`config.mk`:
```
export PLATFORM = sky130hd
export DESIGN_NAME = wishbone_rr_arbiter
export DESIGN_NICKNAME = d
export VERILOG_FILES = /design/src/rtl/wishbone_rr_arbiter_pkg.sv /design/src/rtl/rr_priority_picker.sv /design/src/rtl/wishbone_rr_arbiter.sv
export SDC_FILE = /design/constraint.sdc
export NUM_CORES = 1
export LEC_CHECK = 0
export ABC_CLOCK_PERIOD_IN_PS = 2000
export CORE_AREA = 2 2 114 116
export DETAILED_ROUTE_END_ITERATION = 8
export DIE_AREA = 0 0 116 118
export HOLD_SLACK_MARGIN = 0.05
export RECOVER_POWER = 50
export SYNTH_ARGS = -nofsm -noshare
export SYNTH_HDL_FRONTEND = slang
export SYNTH_SLANG_ARGS = --single-unit
```
`constraint.sdc`:
```
create_clock -name clk -period 2 [get_ports clk]
set_input_delay 0.5 -clock clk [delete_from_list [all_inputs] [get_ports clk]]
set_output_delay 0.5 -clock clk [all_outputs]
set_load 0.005 [all_outputs]
```
`src/rtl/wishbone_rr_arbiter_pkg.sv`:
```
// Shared types for the wishbone round-robin arbiter.
package wishbone_rr_arbiter_pkg;

  // Arbiter control states.
  typedef enum logic [1:0] {
    ST_IDLE  = 2'd0,
    ST_BUSY  = 2'd1,
    ST_DRAIN = 2'd2
  } arb_state_t;

  // Slave-side request fields muxed from the owning master.
  typedef struct packed {
    logic        we;
    logic [3:0]  sel;
    logic [31:0] adr;
    logic [31:0] dat;
  } wb_req_t;

  // Index width for n masters; at least one bit.
  function automatic int idx_w(input int n);
    return (n > 1) ? $clog2(n) : 1;
  endfunction

endpackage

```
`src/rtl/rr_priority_picker.sv`:
```
// Combinational round-robin picker: the first requester after 'last', wrapping.
module rr_priority_picker #(
  parameter int N    = 2,
  parameter int IDXW = 1
) (
  input  logic [N-1:0]    req,
  input  logic [IDXW-1:0] last,
  output logic [N-1:0]    gnt_oh,
  output logic [IDXW-1:0] gnt_idx
);

  logic            hi_hit;
  logic [IDXW-1:0] hi_idx;
  logic [IDXW-1:0] lo_idx;

  // Lowest requester above 'last' wins; otherwise wrap to the lowest requester overall.
  always_comb begin
    hi_hit = 1'b0;
    hi_idx = '0;
    lo_idx = '0;
    for (int i = N - 1; i >= 0; i--) begin
      if (req[i]) begin
        lo_idx = IDXW'(i);
        if (i > int'(last)) begin
          hi_hit = 1'b1;
          hi_idx = IDXW'(i);
        end
      end
    end
    gnt_idx = hi_hit ? hi_idx : lo_idx;
    gnt_oh  = (|req) ? (N'(1) << gnt_idx) : '0;
  end

endmodule

```
`src/rtl/wishbone_rr_arbiter.sv`:
```
// Round-robin wishbone arbiter: N masters share one slave, cycles are never split,
// and a watchdog errors the owner and reclaims the port if the slave stops acking.
import wishbone_rr_arbiter_pkg::*;

module wishbone_rr_arbiter #(
  parameter int N_MASTERS = 2,
  parameter int TIMEOUT   = 16,
  parameter int CNT_W     = 5
) (
  input  logic                    clk,
  input  logic                    rst,
  input  logic [N_MASTERS-1:0]    m_cyc_i,
  input  logic [N_MASTERS-1:0]    m_stb_i,
  input  logic [N_MASTERS-1:0]    m_we_i,
  input  logic [4*N_MASTERS-1:0]  m_sel_i,
  input  logic [32*N_MASTERS-1:0] m_adr_i,
  input  logic [32*N_MASTERS-1:0] m_dat_i,
  output logic [N_MASTERS-1:0]    m_ack_o,
  output logic [N_MASTERS-1:0]    m_err_o,
  output logic [31:0]             m_dat_o,
  output logic [N_MASTERS-1:0]    m_int_o,
  output logic                    s_cyc_o,
  output logic                    s_stb_o,
  output logic                    s_we_o,
  output logic [3:0]              s_sel_o,
  output logic [31:0]             s_adr_o,
  output logic [31:0]             s_dat_o,
  input  logic                    s_ack_i,
  input  logic [31:0]             s_dat_i,
  input  logic                    s_int_i,
  output logic [N_MASTERS-1:0]    grant_o,
  output logic                    timeout_o
);

  localparam int IDXW = idx_w(N_MASTERS);

  arb_state_t      state_q, state_d;
  logic [IDXW-1:0] gidx_q, gidx_d;
  logic [IDXW-1:0] last_q, last_d;
  logic [CNT_W-1:0] cnt_q, cnt_d;

  logic [N_MASTERS-1:0] pick_oh;
  logic [IDXW-1:0]      pick_idx;
  wb_req_t              req_a [N_MASTERS];

  // Unpack the flat per-master buses so the owner can be selected by index.
  for (genvar i = 0; i < N_MASTERS; i++) begin : g_unpack
    assign req_a[i] = '{we:  m_we_i[i],
                        sel: m_sel_i[4*i +: 4],
                        adr: m_adr_i[32*i +: 32],
                        dat: m_dat_i[32*i +: 32]};
  end

  rr_priority_picker #(.N(N_MASTERS), .IDXW(IDXW)) u_picker (
    .req     (m_cyc_i),
    .last    (last_q),
    .gnt_oh  (pick_oh),
    .gnt_idx (pick_idx)
  );

  // Read data and interrupt are straight broadcasts from the slave.
  assign m_dat_o = s_dat_i;
  assign m_int_o = {N_MASTERS{s_int_i}};

  // Next-state, slave mux, ack/err routing and watchdog.
  always_comb begin
    state_d   = state_q;
    gidx_d    = gidx_q;
    last_d    = last_q;
    cnt_d     = '0;
    grant_o   = '0;
    s_cyc_o   = 1'b0;
    s_stb_o   = 1'b0;
    s_we_o    = 1'b0;
    s_sel_o   = '0;
    s_adr_o   = '0;
    s_dat_o   = '0;
    m_ack_o   = '0;
    m_err_o   = '0;
    timeout_o = 1'b0;
    case (state_q)
      ST_IDLE: begin
        if (|pick_oh) begin
          gidx_d  = pick_idx;
          last_d  = pick_idx;
          state_d = ST_BUSY;
        end
      end
      ST_BUSY: begin
        grant_o[gidx_q] = 1'b1;
        s_cyc_o = m_cyc_i[gidx_q];
        s_stb_o = m_cyc_i[gidx_q] & m_stb_i[gidx_q];
        s_we_o  = req_a[gidx_q].we;
        s_sel_o = req_a[gidx_q].sel;
        s_adr_o = req_a[gidx_q].adr;
        s_dat_o = req_a[gidx_q].dat;
        m_ack_o[gidx_q] = s_ack_i;
        if (!m_cyc_i[gidx_q]) begin
          state_d = ST_IDLE;
        end else if (s_stb_o && !s_ack_i) begin
          // An ack on the threshold cycle takes the other branch, so ack beats the watchdog.
          if (cnt_q == CNT_W'(TIMEOUT - 1)) begin
            m_err_o[gidx_q] = 1'b1;
            timeout_o       = 1'b1;
            state_d         = ST_DRAIN;
          end else begin
            cnt_d = cnt_q + CNT_W'(1);
          end
        end
      end
      ST_DRAIN: begin
        // Slave is cut off; wait for the errored master to end its cycle.
        grant_o[gidx_q] = 1'b1;
        if (!m_cyc_i[gidx_q]) state_d = ST_IDLE;
      end
      default: state_d = ST_IDLE;
    endcase
  end

  // State registers with synchronous reset; master 0 wins the first arbitration.
  always_ff @(posedge clk) begin
    if (rst) begin
      state_q <= ST_IDLE;
      gidx_q  <= '0;
      last_q  <= IDXW'(N_MASTERS - 1);
      cnt_q   <= '0;
    end else begin
      state_q <= state_d;
      gidx_q  <= gidx_d;
      last_q  <= last_d;
      cnt_q   <= cnt_d;
    end
  end

endmodule

```
==> flow_metrics.py <==
metrics = {
    "timing": {
        "period_minus_slack_ps": 2110,
        "hold_viol_final": 0,
        "tightest_slew_ps": 359,
        "drv_slew": 0,
        "clock_skew_ps": 0.580,
        "rsz0062_at_grt": "yes",
        "setup_total_negative_slack_ps": -305,
        "finalCritPeriodShare": 1.05,
        "slew_headroom": 0.761,
        "setup_ws_ps": -109,
        "fmax_ghz": 0.474,
        "setup_viol": 7,
    },
    "clock_tree": {
        "htree_levels": 1,
        "clock_latency_ps": 230,
        "numClockSinks": 9,
        "cts_root_buf": "clkbuf_16",
        "cts_buffer_depth": 2,
        "cts_tree": "built",
        "clkTransAtPathRegs_ps": 40,
        "hold_buffers": 0,
        "numCtsBuffers": 3,
    },
    "layout": {
        "post-route-util": 0.367,
        "design_area_um2": 4560,
        "final_nets": 672,
        "area_growth_pct": 147,
        "fill_cells": 1321,
        "num_antenna_cells": 0,
        "instances_no_fill": 659,
        "drive_above_1_share": 0.318,
    },
    "placement": {
        "gp_congestion": 0.846,
        "place_hpwl_um": 7260,
        "placed_cell_area_um2": 4230,
        "portBuffers": 222,
        "placed_cells": 630,
    },
    "route": {
        "vias_per_cell": 3.96,
        "routed_wl_um": 9570,
        "ant_nets": 0,
        "drt_iter0_drc": 55,
        "drc": 0,
        "wl_per_cell_um": 14.5,
        "first_pass_iters": 4,
        "via_count": 2608,
    },
    "power_and_ir_drop": {
        "power_frac_seq": 0.102,
        "pwr-share-clk": 0.180,
        "cellPowerDensity_nw_per_um2": 435,
        "p_switching_mw": 0.657,
        "p_sw_frac": 0.331,
        "intPower_mw": 1.33,
        "power_mw": 1.98,
        "pwr-share-comb": 0.718,
        "leakage_nw": 1.93,
        "vdd_drop_max_v": 0.000296,
    },
    "run": {
        "drv_cap": 0,
    },
    "global_routing": {
        "grtUsageTotal": 0.125,
        "grt_pass1_wl_um": 13800,
        "grt.overflow.total": 0,
        "grt_pass1_vias": 2692,
        "grt_max_degree": 21,
        "antenna_found_initial": 0,
    },
    "yosys": {
        "synth.ff_latch_count": 9,
        "syn_nets": 437,
        "seq_area_frac_synth": 0.0976,
        "netlist_instances": 253,
        "synth.avg_cell_area_um2": 7.30,
        "synth-edff-count": 0,
        "async_flop_share": 0,
        "yosysUniqueCellTypes": 28,
        "synth_ff_type": "dfxtp_1",
        "yosys_warnings": 0,
        "synthesis.area_um2": 1850,
    },
    "floorplanning": {
        "core_um2": 12400,
        "die_h_um": 118,
        "io_pins": 290,
        "start_util": 0.149,
        "dieArea_um2": 13700,
        "rows": 41,
        "fp.dieW_um": 116,
    },
    "setup_path": {
        "startpoint_type": "register",
        "path_buf_inv": 2,
        "critPathMaxFanout": 4,
        "critPathArrivalTime_ps": 1610,
        "path_depth": 6,
        "crit_required_ps": 1500,
        "path_cells": "nand3b_1, a211oi_4, nand2_2, buf_4, nor3b_2, buf_2",
        "critPathTopFamily": "simple AND/OR/NAND/NOR gates",
        "crit_path_end_kind": "output pin",
        "rr_worst_depth": 8,
        "path_class": "register to output pin",
        "cp_slowest_cell": "dfxtp_4",
        "cp_slowest_stage_delay_ps": 360,
    },
    "min_path": {
        "whs_path_depth": 1,
        "holdCritPathClass": "register to register",
    },
    "outcome": {
        "status": "finished, violations left",
        "violations": "setup timing",
    },
}
## cell usage after synthesis (2+ instances only)
| master | n | area share |
|---|---|---|
| clkbuf_1 | 8 | 0.016 |
| nand2_1 | 6 | 0.012 |
| nand2b_1 | 2 | 0.0068 |
| dfxtp_1 | 9 | 0.098 |
| a21oi_1 | 3 | 0.0081 |
| buf_2 | 3 | 0.0081 |
| and3_1 | 2 | 0.0068 |
| inv_1 | 6 | 0.012 |
| nand3_1 | 3 | 0.0081 |
| nor2_1 | 80 | 0.16 |
| mux2i_1 | 71 | 0.38 |
| ha_1 | 6 | 0.041 |
| nor3b_1 | 2 | 0.0081 |
| buf_4 | 38 | 0.15 |
## layout make-up
cell class / count / area (um^2) / share of cell area
tap: 172 / 215 / 0.0472
clock inverter: 1 / 5.00 / 0.00110
multi-input combinational: 187 / 1420 / 0.312
clock buffer: 3 / 75.1 / 0.0165
timing repair buffer: 280 / 2630 / 0.576
sequential: 9 / 189 / 0.0414
inverter: 7 / 28.8 / 0.00631
## what timing repair did
item	4_1_cts	5_1_grt
endpoints found under the setup margin	78	66
cloned	2	3
resized for setup	228	88
pin swaps	10	9
buffers inserted	15	6
## power groups by stage
stage	Combinational (mW)	Sequential (mW)	Clock, mW
floorplan	0.512	0.198	0
global placement	1.28	0.200	0
detailed placement	1.30	0.200	0
CTS	1.40	0.201	0.366
global route	1.53	0.202	0.376
finish	1.42	0.202	0.358
## layout by cell type (no fill, tap or decap), drive strengths merged, types with 2 or more instances in the layout
master,n
dfxtp,9
buf,76
nor3b,2
clkdlybuf4s15,15
mux2i,71
and3,2
a211oi,2
dlygate4sd2,5
nand3,3
inv,7
clkdlybuf4s50,139
clkbuf,48
a21oi,4
nand2b,2
nor2,80
nand2,6
ha,6
## routing by layer
| metal | wire length [um] | track usage |
|---|---|---|
| met1 | 3700 | 0.140 |
| met2 | 5300 | 0.245 |
| met3 | 500 | 0.0134 |
| met4 | 59 | 0.0275 |
| met5 | 0 | 0 |
## through the flow
step	setup WS, ps	hold slack, ps
2_1_floorplan	248	418
3_3_place_gp	-713	428
3_5_place_dp	-776	446
4_1_cts	-84.5	443
5_1_grt	-197	473
6_report	-109	446
## kinds of logic (layout without fill, tap and decap cells)
family          after synthesis  in the layout  share of synthesized area
mux                          72             72                      0.393
fa+ha+maj                     6              6                     0.0406
simple gates                 98             98                      0.215
buf+inv                      57            291                      0.199
flops                         9              9                     0.0976
xor+xnor                      2              2                    0.00949
compound gates                9              9                     0.0447
## path summary, 6_finish.rpt
kind,start,end,slack [ps]
max,gidx_q,m_err_o[0],-110
max reg2reg,gidx_q,state_q[1],70
min,cnt_q[0],cnt_q[0],450
min reg2reg,cnt_q[0],cnt_q[0],450
## registers in the layout (all words and copies together), names as in the netlist
signal,cells
cnt_q,5
last_q,1
gidx_q,1
state_q,2
Power figures use the tool's default switching activity.
